<file path="config.mk">
export PLATFORM = sky130hd
export DESIGN_NAME = sfifo2f_pfq
export DESIGN_NICKNAME = d
export VERILOG_FILES = /design/src/rtl/sfifo2f_pfq.sv
export SDC_FILE = /design/constraint.sdc
export NUM_CORES = 1
export LEC_CHECK = 0
export BUFFER_PORTS_ARGS = -buffer_cell sky130_fd_sc_hd__clkbuf_2
export CAP_MARGIN = 5
export CORE_UTILIZATION = 50
export CTS_CLUSTER_DIAMETER = 200
export CTS_CLUSTER_SIZE = 12
export DETAILED_ROUTE_END_ITERATION = 7
export PLACE_DENSITY = 0.78
export SLEW_MARGIN = 20
export SYNTH_ARGS = -nofsm -noshare
export SYNTH_HDL_FRONTEND = slang
export SYNTH_SLANG_ARGS = --single-unit
export TNS_END_PERCENT = 1
</file>
<file path="constraint.sdc">
create_clock -name clk_i -period 10.68 [get_ports clk_i]
set_input_delay 2.67 -clock clk_i [delete_from_list [all_inputs] [get_ports clk_i]]
set_output_delay 2.67 -clock clk_i [all_outputs]
set_load 0.005 [all_outputs]
</file>
<file path="src/rtl/sfifo2f_pfq.sv">
//------------------------------------------------------------------------------
// sfifo2f_pfq - RAM FIFO with registered prefetch head stage and unified flags.
// Define SFIFO2F_PFQ_HWM_EN to enable the hwm_o high-water mark. Rev 1.0
//------------------------------------------------------------------------------
`default_nettype none

module sfifo2f_pfq #(
  parameter int WIDTH      = 16,
  parameter int DEPTH_BITS = 3,
  parameter int PF_STAGES  = 2,
  parameter int CAP        = (1 << DEPTH_BITS) + PF_STAGES
) (
  input  logic                  clk_i,
  input  logic                  rst_i,
  input  logic [WIDTH-1:0]      din_i,
  input  logic                  wr_i,
  input  logic                  rd_i,
  input  logic [DEPTH_BITS:0]   af_lvl_i,
  input  logic [DEPTH_BITS:0]   ae_lvl_i,
  output logic [WIDTH-1:0]      dout_o,
  output logic [DEPTH_BITS:0]   count_o,
  output logic [DEPTH_BITS:0]   ncount_o,
  output logic                  full_o,
  output logic                  fullm1_o,
  output logic                  empty_o,
  output logic                  emptyp2_o,
  output logic                  afull_o,
  output logic                  aempty_o,
  output logic                  ovf_o,
  output logic                  unf_o,
  output logic [DEPTH_BITS:0]   hwm_o
);

  localparam int              CW    = DEPTH_BITS + 1;
  localparam int              RAMD  = 1 << DEPTH_BITS;
  localparam logic [CW-1:0]   CAP_C = CW'(CAP);
  localparam logic [1:0]      PF_C  = 2'(PF_STAGES);

  logic [WIDTH-1:0] ram_q [RAMD];
  logic [WIDTH-1:0] pf_q  [PF_STAGES];
  logic [WIDTH-1:0] pf_d  [PF_STAGES];
  logic [WIDTH-1:0] pf_shift, ld_data;
  logic [CW-1:0]    wptr_q, wptr_d, rptr_q, rptr_d;
  logic [CW-1:0]    count_q, count_d, ncount_q;
  logic [1:0]       pf_cnt_q, pf_cnt_d, pf_keep;
  logic             full_q, fullm1_q, empty_q, emptyp2_q, afull_q, aempty_q;
  logic             ovf_q, unf_q;
  logic             wr_acc, rd_acc, ram_empty, room, xfer, bypass, wr_ram;

  // Popping the head shifts the second prefetch slot down (if there is one).
  if (PF_STAGES > 1) begin : g_pf_shift
    assign pf_shift = pf_q[1];
  end else begin : g_pf_hold
    assign pf_shift = pf_q[0];
  end

  always_comb begin
    wr_acc    = wr_i & ~full_q;
    rd_acc    = rd_i & ~empty_q;
    ram_empty = (wptr_q == rptr_q);
    pf_keep   = pf_cnt_q - {1'b0, rd_acc};
    room      = (pf_keep < PF_C);
    // RAM is non-empty only while the prefetch stage is full, so order holds.
    xfer      = room & ~ram_empty;
    bypass    = room & ram_empty & wr_acc;
    wr_ram    = wr_acc & ~bypass;
    ld_data   = xfer ? ram_q[rptr_q[DEPTH_BITS-1:0]] : din_i;
    wptr_d    = wptr_q + CW'(wr_ram);
    rptr_d    = rptr_q + CW'(xfer);
    count_d   = count_q + CW'(wr_acc) - CW'(rd_acc);
    pf_cnt_d  = pf_keep + {1'b0, xfer | bypass};
    for (int i = 0; i < PF_STAGES; i++) begin
      pf_d[i] = pf_q[i];
    end
    if (rd_acc) begin
      pf_d[0] = pf_shift;
    end
    for (int i = 0; i < PF_STAGES; i++) begin
      if ((xfer | bypass) && (pf_keep == 2'(i))) begin
        pf_d[i] = ld_data;
      end
    end
  end

  always_ff @(posedge clk_i) begin
    if (wr_ram && !rst_i) begin
      ram_q[wptr_q[DEPTH_BITS-1:0]] <= din_i;
    end
  end

  always_ff @(posedge clk_i) begin
    if (rst_i) begin
      wptr_q    <= '0;
      rptr_q    <= '0;
      pf_cnt_q  <= '0;
      for (int i = 0; i < PF_STAGES; i++) begin
        pf_q[i] <= '0;
      end
      count_q   <= '0;
      ncount_q  <= CAP_C;
      full_q    <= 1'b0;
      fullm1_q  <= 1'b0;
      empty_q   <= 1'b1;
      emptyp2_q <= 1'b1;
      afull_q   <= (af_lvl_i == '0);
      aempty_q  <= 1'b1;
      ovf_q     <= 1'b0;
      unf_q     <= 1'b0;
    end else begin
      wptr_q    <= wptr_d;
      rptr_q    <= rptr_d;
      pf_cnt_q  <= pf_cnt_d;
      for (int i = 0; i < PF_STAGES; i++) begin
        pf_q[i] <= pf_d[i];
      end
      count_q   <= count_d;
      ncount_q  <= CAP_C - count_d;
      full_q    <= (count_d == CAP_C);
      fullm1_q  <= (count_d >= CAP_C - CW'(1));
      empty_q   <= (count_d == '0);
      emptyp2_q <= (count_d <= CW'(1));
      afull_q   <= (count_d >= af_lvl_i);
      aempty_q  <= (count_d <= ae_lvl_i);
      ovf_q     <= wr_i & full_q;
      unf_q     <= rd_i & empty_q;
    end
  end

`ifdef SFIFO2F_PFQ_HWM_EN
  logic [CW-1:0] hwm_q;
  always_ff @(posedge clk_i) begin
    if (rst_i) begin
      hwm_q <= '0;
    end else if (count_q > hwm_q) begin
      hwm_q <= count_q;
    end
  end
  assign hwm_o = hwm_q;
`else
  assign hwm_o = '0;
`endif

  assign dout_o    = pf_q[0];
  assign count_o   = count_q;
  assign ncount_o  = ncount_q;
  assign full_o    = full_q;
  assign fullm1_o  = fullm1_q;
  assign empty_o   = empty_q;
  assign emptyp2_o = emptyp2_q;
  assign afull_o   = afull_q;
  assign aempty_o  = aempty_q;
  assign ovf_o     = ovf_q;
  assign unf_o     = unf_q;

endmodule

`default_nettype wire

</file>
==> run_results.csv <==
group,metric,value,unit
clock_network,cts-root-buf,"clkbuf_16",
layout,final_area,0.00927,mm^2
clock_network,postCtsHoldBufs,0,
yosys,async_reset_ff_share,0,%
layout,layout_commonest_cell,"edfxtp_1",
clock_network,cts_resized,0,
place,place_area,0.00867,mm^2
status,status,"finished, final reports clean",
timing,max-slew-margin-rel,24.6,%
global_routing,antenna_found_initial,0,
min_path,hold_class,"flop to flop",
die,dieArea,0.0174,mm^2
pwr,power.density,268,mW/mm^2
timing,fmax,0.166,GHz
yosys,ys.flop_type,"edfxtp_1",
layout,layout.nets,650,
yosys,synth-compound-area-share,8.74,%
yosys,seq_area_frac_synth,59.0,%
layout,drive_gt1_share,29.0,%
layout,n_antenna_cell,0,
worst_setup_path,crit_fanout,21,
worst_setup_path,cp_slowest_stage_delay,0.62,ns
timing,finClkSkew,0.0143,ns
layout,syn_to_final_growth,9.73,%
pwr,power_leakage,3.24,nW
clock_network,clkTransAtPathRegs,0.07,ns
routing,vias,5003,
clock_network,clkLatencyLatePin,0.44,ns
die,io_pins,64,
worst_setup_path,crit_slowest_cell,"nor2b_1",
die,die_h,132,um
timing,period_share,56.4,%
yosys,synth_area,0.00845,mm^2
clock_network,cts_buffer_depth,2,
clock_network,cts_tree,"done",
global_routing,overflow,0,
yosys,synthAdderAreaFrac,3.20,%
clock_network,cts.sinks,185,
routing,drtIter0Drc,468,
timing,rsz0062_at_grt,"no",
place,dp_hpwl,11.1,mm
worst_setup_path,start_kind,"primary input",
worst_setup_path,path_class,"primary input to flop",
yosys,synth_cell_types,60,
timing,post-route-min-period,6.03,ns
timing,drv_slew,0,
die,die_w,132,um
routing,drc,0,
yosys,synth_edf_count,128,
die,num_rows,47,
pwr,max-vdd-ir-drop,0.000147,V
clock_network,cts_buffers,17,
yosys,ys_warn_count,0,
worst_setup_path,end_kind,"flop",
pwr,p_total,2.48,mW
place,gp_congestion,0.810,
place,io_buffers,59,
timing,finalSetupTns,0,ns
yosys,synthSimpleGateAreaFrac,6.84,%
min_path,whs_path_depth,2,
routing,drt-vias-per-instance,6.00,
yosys,synth_top_family_by_area,"multiplexers",
timing,finalSetupViolations,0,
die,initial_core_util,51.1,%
layout,mostFrequentLayoutCells,"edfxtp_1 (128), clkbuf_2 (59), dfxtp_1 (56)",
global_routing,track_usage,21.0,%
yosys,syn-instance-count,565,
worst_setup_path,arrival,6.36,ns
global_routing,grt_pass1_vias,5006,
job,drv_cap,0,
yosys,synth_seq_cells,185,
routing,routedWlPerCell,21.0,um
die,core_area,0.0165,mm^2
yosys,muxShareOfSynthArea,12.9,%
timing,hold_viol,0,
global_routing,grt_pass1_wl,27.2,mm
worst_setup_path,reg2regPathDepth,10,
worst_setup_path,cp_cell_sequence,"clkbuf_2 -> nor2b_1 -> inv_1 -> ha_1 -> inv_1 -> ha_1 -> fa_1 -> xnor2_2 -> o21ai_0 -> xor3_1 -> or2_2",
global_routing,grt_start_max_net_pins,61,
routing,antenna_left,0,
yosys,synth_xor_area_share,2.41,%
yosys,syn_area_per_cell,14.9,um^2
worst_setup_path,worst-endpoint-required,11.01,ns
routing,wl,17.5,mm
timing,tightest_slew,1.13,ns
clock_network,post_cts_buffers,0,
routing,first_pass_iters,6,
clock_network,cts.htree.levels,4,
timing,worst_hold_slack,0.464,ns
worst paths after layout:
path / slack (ns) / from / to
min: 0.46 / full_o / ovf_o
min reg2reg: 0.46 / full_o / ovf_o
max: 4.65 / wr_i / ncount_o[3]
max reg2reg: 6.65 / full_o / ncount_o[3]
where the power goes:
group | internal, mW | switching, mW | total (mW)
clock network | 0.345 | 0.270 | 0.615
registers | 0.870 | 0.0590 | 0.929
logic | 0.388 | 0.551 | 0.938
metrics by stage:
step | std cells | worst slack, ns | util [%]
5_1_grt | 834 | 4.54 | 56.1
6_report | 834 | 4.65 | 56.1
2_1_floorplan | 568 | 5.03 | -
3_3_place_gp | 802 | 4.12 | 52.5
4_1_cts | 834 | 4.33 | 56.0
3_5_place_dp | 802 | 3.88 | 52.5
layer usage:
metal	GRT usage, %	up-vias	part of all wire (%)
li1	-	2236	-
met1	27.5	2542	42
met2	33.9	194	49
met3	4.84	31	6.6
met4	9.04	0	2.2
met5	0	-	0
logic make-up after synthesis:
kind of cell	Yosys count
flip-flops	185
AND/OR/NAND/NOR	111
buffers and inverters	86
AO/OA/AOI/OAI	81
multiplexers	64
adder cells (fa/ha/maj)	21
XOR/XNOR	16
other	1
flip-flops by register name (all words and copies together) (netlist names):
name and count:
empty_o 1, ncount_o 3, fullm1_o 1, unf_o 1, pf_q 32, aempty_o 1, pf_cnt_q 2, full_o 1
ovf_o 1, count_o 4, rptr_q 4, ram_q 128, afull_o 1, wptr_q 4, emptyp2_o 1
cells in the mapped netlist, drive strengths merged, types with 6 or more instances:
| cell type | number | share of area (%) |
|---|---|---|
| nor2 | 30 | 1.3 |
| a22o | 10 | 1.0 |
| nand3 | 15 | 0.89 |
| nor4 | 11 | 0.81 |
| dfxtp | 57 | 14 |
| nor2b | 9 | 0.67 |
| clkbuf | 14 | 1.3 |
| nand2 | 6 | 0.27 |
| xnor2 | 10 | 1.4 |
| ha | 20 | 3.0 |
| a221oi | 6 | 0.70 |
| mux2i | 16 | 1.9 |
| a2111oi | 16 | 2.0 |
| edfxtp | 128 | 46 |
| o21bai | 6 | 0.53 |
| nor3 | 31 | 2.1 |
| a211oi | 16 | 2.0 |
| o2bb2ai | 6 | 0.62 |
| mux4 | 32 | 8.8 |
| buf | 44 | 4.1 |
| inv | 27 | 1.2 |
| mux2 | 16 | 2.1 |
final cells by class:
class                      instances  area (um^2)
tap                              220          275
inverter                          27          101
fill                            1297         7260
clock inverter                    12          120
clock buffer                      20          468
multi-input combinational        297         2920
sequential                       185         4990
timing repair buffer              73          400
critical path: cells and delay by family:
kind,cells,cell delay [ns]
adders and majority gates,3,1.06
AOI/OAI and AO/OA,1,0.24
and+or+nand+nor,2,0.89
xor gates and xnor gates,2,0.80
buffers and inverters,3,0.70
(Power assumes the default switching activity.)
